--- src/rtl/spi_adc_reader.sv ---
// SPI mode-0 master that reads 16-bit frames from a PMOD ADC.
// Completed frames go to a valid/ready holding register that detects overruns.
module spi_adc_reader #(
  parameter int unsigned CLK_DIV    = 4,
  parameter int unsigned GAP_CYCLES = 8
) (
  input  logic        wb_clk_i,
  input  logic        wb_rst_i,
  input  logic        enable,
  input  logic        start,
  input  logic        clear_overrun,
  output logic        spi_csb,
  output logic        spi_sck,
  output logic        spi_mosi,
  input  logic        spi_miso,
  input  logic        sample_ready,
  output logic        sample_valid,
  output logic [11:0] sample_data,
  output logic [15:0] raw_frame,
  output logic        busy,
  output logic        overrun
);

  localparam int unsigned FRAME_BITS = 16;
  localparam int unsigned CNT_W      = 8;
  localparam int unsigned BIT_W      = 5;

  localparam logic [CNT_W-1:0] HALF_LOAD = CNT_W'(CLK_DIV - 1);
  localparam logic [CNT_W-1:0] GAP_LOAD  = CNT_W'(GAP_CYCLES - 1);
  localparam logic [BIT_W-1:0] LAST_BIT  = BIT_W'(FRAME_BITS);

  typedef enum logic [2:0] {
    IDLE,
    SETUP,
    SHIFT_HI,
    SHIFT_LO,
    GAP
  } state_t;

  state_t                  state_q, state_d;
  logic [CNT_W-1:0]        cnt_q, cnt_d;
  logic [BIT_W-1:0]        bit_q, bit_d;
  logic [FRAME_BITS-1:0]   shift_q;
  logic                    sample_c;
  logic                    capture_c;
  logic                    overrun_evt_c;

  assign spi_mosi = 1'b0;

  // State and counter registers
  always_ff @(posedge wb_clk_i or posedge wb_rst_i) begin
    if (wb_rst_i) begin
      state_q <= IDLE;
      cnt_q   <= '0;
      bit_q   <= '0;
    end else begin
      state_q <= state_d;
      cnt_q   <= cnt_d;
      bit_q   <= bit_d;
    end
  end

  // Next-state logic; every state's dwell time is counted down from a reload value
  always_comb begin
    state_d   = state_q;
    cnt_d     = cnt_q;
    bit_d     = bit_q;
    sample_c  = 1'b0;
    capture_c = 1'b0;
    unique case (state_q)
      IDLE: begin
        if (enable || start) begin
          state_d = SETUP;
          cnt_d   = HALF_LOAD;
          bit_d   = '0;
        end
      end
      SETUP: begin
        if (cnt_q == '0) begin
          state_d  = SHIFT_HI;
          cnt_d    = HALF_LOAD;
          bit_d    = bit_q + BIT_W'(1);
          sample_c = 1'b1;
        end else begin
          cnt_d = cnt_q - CNT_W'(1);
        end
      end
      SHIFT_HI: begin
        if (cnt_q == '0) begin
          state_d = SHIFT_LO;
          cnt_d   = HALF_LOAD;
        end else begin
          cnt_d = cnt_q - CNT_W'(1);
        end
      end
      SHIFT_LO: begin
        if (cnt_q != '0) begin
          cnt_d = cnt_q - CNT_W'(1);
        end else if (bit_q == LAST_BIT) begin
          capture_c = 1'b1;
          if (enable) begin
            state_d = GAP;
            cnt_d   = GAP_LOAD;
          end else begin
            state_d = IDLE;
            cnt_d   = '0;
          end
        end else begin
          state_d  = SHIFT_HI;
          cnt_d    = HALF_LOAD;
          bit_d    = bit_q + BIT_W'(1);
          sample_c = 1'b1;
        end
      end
      GAP: begin
        if (cnt_q != '0) begin
          cnt_d = cnt_q - CNT_W'(1);
        end else if (enable) begin
          state_d = SETUP;
          cnt_d   = HALF_LOAD;
          bit_d   = '0;
        end else begin
          state_d = IDLE;
        end
      end
      default: begin
        state_d = IDLE;
        cnt_d   = '0;
        bit_d   = '0;
      end
    endcase
  end

  assign overrun_evt_c = capture_c && sample_valid && !sample_ready;

  // SPI pins, shift register and the sample holding register
  always_ff @(posedge wb_clk_i or posedge wb_rst_i) begin
    if (wb_rst_i) begin
      spi_csb      <= 1'b1;
      spi_sck      <= 1'b0;
      busy         <= 1'b0;
      shift_q      <= '0;
      sample_valid <= 1'b0;
      sample_data  <= '0;
      raw_frame    <= '0;
      overrun      <= 1'b0;
    end else begin
      spi_csb <= (state_d == IDLE) || (state_d == GAP);
      spi_sck <= (state_d == SHIFT_HI);
      busy    <= (state_d != IDLE);
      if (sample_c) begin
        shift_q <= {shift_q[FRAME_BITS-2:0], spi_miso};
      end
      // A capture on the same edge as a consume keeps the new frame valid
      if (capture_c) begin
        sample_valid <= 1'b1;
        raw_frame    <= shift_q;
        sample_data  <= shift_q[15:4];
      end else if (sample_valid && sample_ready) begin
        sample_valid <= 1'b0;
      end
      if (overrun_evt_c) begin
        overrun <= 1'b1;
      end else if (clear_overrun) begin
        overrun <= 1'b0;
      end
    end
  end

endmodule
--- config.mk ---
export PLATFORM = sky130hd
export DESIGN_NAME = spi_adc_reader
export DESIGN_NICKNAME = d
export VERILOG_FILES = /design/src/rtl/spi_adc_reader.sv
export SDC_FILE = /design/constraint.sdc
export NUM_CORES = 1
export LEC_CHECK = 0
export CAP_MARGIN = 20
export CORE_ASPECT_RATIO = 0.9
export CORE_MARGIN = 4
export CORE_UTILIZATION = 55
export DETAILED_ROUTE_END_ITERATION = 16
export MAX_ROUTING_LAYER = met4
export PLACE_DENSITY_LB_ADDON = 0.05
export SLEW_MARGIN = 20
export SYNTH_ARGS = -nofsm -noshare
export SYNTH_HDL_FRONTEND = slang
export SYNTH_SLANG_ARGS = --single-unit
--- constraint.sdc ---
create_clock -name wb_clk_i -period 3 [get_ports wb_clk_i]
set_input_delay 0.6 -clock wb_clk_i [delete_from_list [all_inputs] [get_ports wb_clk_i]]
set_output_delay 0.6 -clock wb_clk_i [all_outputs]
set_load 0.03 [all_outputs]
# Word-level counts from Yosys, hierarchy flattened
# Cells that the tools add are included.
dict set report word_totals {
  register_bits 65
  inputBits 7
  output_inout_bits 34
  word_cells 79
}
dict set report classes {
  addsub 2
  n_eq_ne 14
  mux 35
  bitwise 1
  n_reduce_logical 16
}
# operator n
set op_table {}
lappend op_table {{two-way mux 8 bit} 6}
lappend op_table {{one-hot mux 8 bit (4 select lines)} 1}
lappend op_table {{two-way mux 5 bit} 6}
lappend op_table {{one-hot mux 5 bit (5 select lines)} 1}
lappend op_table {{two-way mux 3 bit} 8}
lappend op_table {{one-hot mux 3 bit (5 select lines)} 1}
lappend op_table {{inequality test 2 bit (second input constant)} 6}
lappend op_table {{two-way mux 1 bit} 11}
lappend op_table {{equality test 3 x 2 -> 1 bit (second input constant)} 3}
lappend op_table {{logical NOT 8 bit} 1}
lappend op_table {{nonzero test 8 bit} 1}
lappend op_table {{subtractor 8 x 1 -> 8 bit (second input constant)} 1}
lappend op_table {{AND reduction 7 bit} 1}
lappend op_table {{equality test 3 bit (second input constant)} 2}
lappend op_table {{logical NOT 3 bit} 2}
lappend op_table {{adder 5 x 1 -> 5 bit (second input constant)} 1}
lappend op_table {{equality test 5 bit (second input constant)} 1}
lappend op_table {{nonzero test 2 bit} 2}
lappend op_table {{equality test 3 x 1 -> 1 bit (second input constant)} 1}
lappend op_table {{logical AND 1 bit} 3}
lappend op_table {{inequality test 3 bit (second input constant)} 1}
lappend op_table {{nonzero test 3 bit} 1}
lappend op_table {{logical OR 1 bit} 2}
lappend op_table {{one-hot mux 1 bit (2 select lines)} 1}
lappend op_table {{other kinds (4)} 4}

# Depth between registers and ports, before layout
dict set report logic_depth {
  word_depth 7
  ltp_mapped 8
}

# Worst setup path before layout
# OpenSTA, ideal clock, no wires.
dict set report synth_timing {
  path_type {flip-flop to flip-flop}
  start {reg cnt_q[0]}
  end {reg shift_q[10]}
  setup_time_ns 0.125
  arrival_ns 1.908
  t_required_ns 2.875
  path_slack_ns 0.967
  path_stages_with_launch 9
  path_buffers 2
  synth_period_minus_slack_ns 2.033
  cell_sequence {dfrtp_1 inv_1 ha_1 nor4b_4 nand2_2 buf_6 nor3_4 buf_12 mux2_4}
}
dict set report synth_between {
  elab_chain_len 3
  elab_cells_between_ends 5
  cone_classes {mux: 3; reduce/logical: 2}
}
# item line
set synth_lines {}
lappend synth_lines {{start, declared} 41} ;# logic [CNT_W-1:0] cnt_q, cnt_d;
lappend synth_lines {{start signal, assigned} 58} ;# cnt_q <= cnt_d;
lappend synth_lines {{nonzero test 8 bit or logical NOT 8 bit (tied branches)} {97, 79}}
lappend synth_lines {{two-way mux 1 bit (on tied branches)} {97, 79}}
lappend synth_lines {{one-hot mux 1 bit (2 select lines) (*)} 70} ;# unique case (state_q)
lappend synth_lines {{end signal, assigned} 152} ;# shift_q <= {shift_q[FRAME_BITS-2:0], spi_miso};
lappend synth_lines {{end, declared} 43} ;# logic [FRAME_BITS-1:0] shift_q;
# Mark *: on every way between the ends. The rest lies on a longest branch, timed or not.
# A chain may end at the register's enable or synchronous reset.

# Worst setup path in the final report
dict set report layout_timing {
  start {reg cnt_q[0]}
  end {reg shift_q[2]}
}
# Same word-level chain as after synthesis.

==> results.ini <==
[detailed_routing]
route.detailed.drc = 0
viasPerCell = 5.54
drt-total-wl_um = 4810
vias = 1702
drt_first_pass_iters = 5
drt_iter0_markers = 120
wl_per_cell_um = 15.7
ant_nets = 0

[setup_path]
startpoint = cnt_q[0]$_DFFE_PP0P_
end_kind = flip-flop
path_cells = inv_1 -> ha_1 -> nor4b_4 -> nand2_2 -> nor3_4 -> buf_4 -> mux2_2
cp-start-kind = flip-flop
r2r_cells = 7
cp_max_fo = 16
timing.rr.end = shift_q[2]$_DFFE_PP0P_
crit_path_end = shift_q[2]$_DFFE_PP0P_
critPathSlowestCell = dfrtp_1
worstPathArrival_ns = 2.47
cp.depth = 7
critPathKind = flip-flop to flip-flop
max_stage_delay_ns = 0.46
worstPathRequired_ns = 3.20
r2r_setup_slack_ns = 0.72
path_buf_inv = 2
r2r-start = cnt_q[0]$_DFFE_PP0P_
cpLargestDelayFamily = simple AND/OR/NAND/NOR gates

[synthesis]
avgSynthCellArea_sq_um = 12.0
synth_cells = 218
synth_compound_area_frac = 0.103
synth-edff-count = 0
synth_nets = 229
ys.flop_type = dfrtp_1
synth_top_family_by_area = multiplexers
yosysWarnings = 0
yosys.area_share.simple = 0.121
yosys.area_share.adder = 0.0191
yosysUniqueCellTypes = 48
yosysSeqAreaShare = 0.507
synth-seq-cells = 53
yosys.area_share.xor_xnor = 0.00669
synthMuxAreaShare = 0.164
syn_area_sq_um = 2620
synth-async-reset-ratio = 1.00

[layout]
nFillCells = 349
drive_gt1_frac = 0.192
diodes = 0
multiInputGateArea_sq_um = 1090
design_area_sq_um = 3040
syn2layout_area_growth_pct = 16.0
stdcell_count = 307
fin_util = 0.672
layout_commonest_cell = dfrtp_1
final_cell_mix = dfrtp_1, clkdlybuf4s50_1, mux2_2
seq_area_sq_um = 1330
final_nets = 255

[cts]
hold_buffers = 0
clk_pin_slew_ns = 0.10
postCtsSetupRepairBufs = 0
cts_inserted_buffers = 5
insertion_delay_ns = 0.30
cts-htree-levels = 2
cts.sinks = 53
cts-resized-gates = 0
cts.path.max_buffers = 2
cts_tree = done
cts_root_buf = clkbuf_8

[placement]
numPortBuffers = 39
post_dp_cell_area_sq_um = 2950
dpl.hpwl_um = 3440
dp_cells = 299
place_ws_ns = 0.763
gp_congestion = 0.854

[power]
power_leakage_nw = 1.35
cellPowerDensity_nw_per_um2 = 712
power.total_mw = 2.16
vdd_drop_max_mv = 0.486

[global_route]
antenna_found_initial = 0
track_usage = 0.182
grt_pass1_vias = 1658
grt_pass1_wl_um = 8070
grt_max_degree = 30
overflow = 0

[floorplan]
io_pins = 41
dieArea_sq_um = 5930
fp.dieH_um = 73.5
core-area_sq_um = 4520
die_w_um = 80.7
row_count = 23
start_util = 0.580

[timing]
rsz0062_at_grt = no
period_minus_slack_ns = 2.28
fmax_mhz = 439
finalSetupViolCount = 0
worstMarginPinSlew_ns = 0.700
slew_violations = 0
fin_tns_setup_ns = 0
min_period_over_period = 0.758
max-slew-margin-rel = 0.529
whs_ns = 0.501
finClkSkew_ns = 0.00886
worst_slack_ns = 0.725
hold_violations = 0

[worst_hold_path]
worstHoldStart = raw_frame[0]$_DFFE_PP0P_
worstHoldPathType = flip-flop to flip-flop

[flow_run]
cap_violations = 0

[outcome]
outcome = finished clean

## cells by family (layout without fill, tap and decap cells)
kind of cell / after synthesis / after routing
fa+ha+maj: 4 / 4
buf+inv: 32 / 59
other cells: 1 / 1
simple gates: 50 / 50
mux: 35 / 35
compound gates: 41 / 41
flops: 53 / 53
xor+xnor: 2 / 2
## layout make-up
type | count | share of cell area
Timing Repair Buffer | 42 | 0.140
Inverter | 9 | 0.0111
Tap cell | 62 | 0.0255
Clock inverter | 2 | 0.00494
Clock buffer | 6 | 0.0239
Sequential cell | 53 | 0.437
Multi-Input combinational cell | 133 | 0.357
## flip-flops by register name, summed over array words and instances, names as in the netlist, 3 cells and up
register     cells
bit_q            5
cnt_q            8
raw_frame        4
sample_data     12
shift_q         16
state_q          3
## synthesized netlist by cell type (2+ instances only)
cell type | instances | area [sq um]
a32o_1 | 2 | 20.0
nor2_1 | 7 | 26.3
dfrtp_1 | 52 | 1300
nand3_1 | 7 | 35.0
clkbuf_1 | 3 | 11.3
buf_4 | 13 | 97.6
a22o_1 | 2 | 17.5
ha_1 | 4 | 50.1
o21bai_1 | 2 | 15.0
nand2_1 | 10 | 37.5
nor3_4 | 3 | 48.8
a31oi_1 | 4 | 25.0
mux2_4 | 10 | 150
mux2_2 | 16 | 180
buf_6 | 2 | 22.5
buf_2 | 4 | 20.0
inv_1 | 9 | 33.8
a21oi_1 | 11 | 55.1
nor2b_1 | 3 | 18.8
nand2b_1 | 4 | 25.0
o22ai_1 | 2 | 12.5
mux2_1 | 7 | 78.8
mux2i_1 | 2 | 20.0
nor4_1 | 2 | 12.5
nor3_1 | 3 | 15.0
o21ai_0 | 10 | 50.1
o211ai_1 | 3 | 22.5
## layer usage
metal  global-route usage  share of wire
met5                    -              0
met4               0.0638          0.015
met3               0.0343          0.042
met2                0.270           0.46
met1                0.254           0.48
## how the worst min path moves through the flow
stage | endpoint | slack, ns | depth (start not counted)
after floorplan | sample_data[11]$_DFFE_PP0P_ | 0.46 | 1
after global placement | overrun$_DFFE_PP0P_ | 0.47 | 1
after detailed placement | raw_frame[0]$_DFFE_PP0P_ | 0.48 | 1
after CTS | raw_frame[0]$_DFFE_PP0P_ | 0.50 | 1
after global routing | raw_frame[2]$_DFFE_PP0P_ | 0.53 | 1
final | raw_frame[0]$_DFFE_PP0P_ | 0.50 | 1
## worst reg2reg max path, stage by stage, from the launching register on
cell     delay (ns)
dfrtp_1        0.46
inv_1          0.13
ha_1           0.18
nor4b_4        0.31
nand2_2        0.26
nor3_4         0.17
buf_4          0.29
mux2_2         0.38
## report_power, final
part	total [mW]	internal [mW]	switching, mW
logic	0.759	0.331	0.428
registers	1.01	0.847	0.160
clock network	0.397	0.165	0.232
total	2.16	1.34	0.820
(Power assumes the default switching activity.)
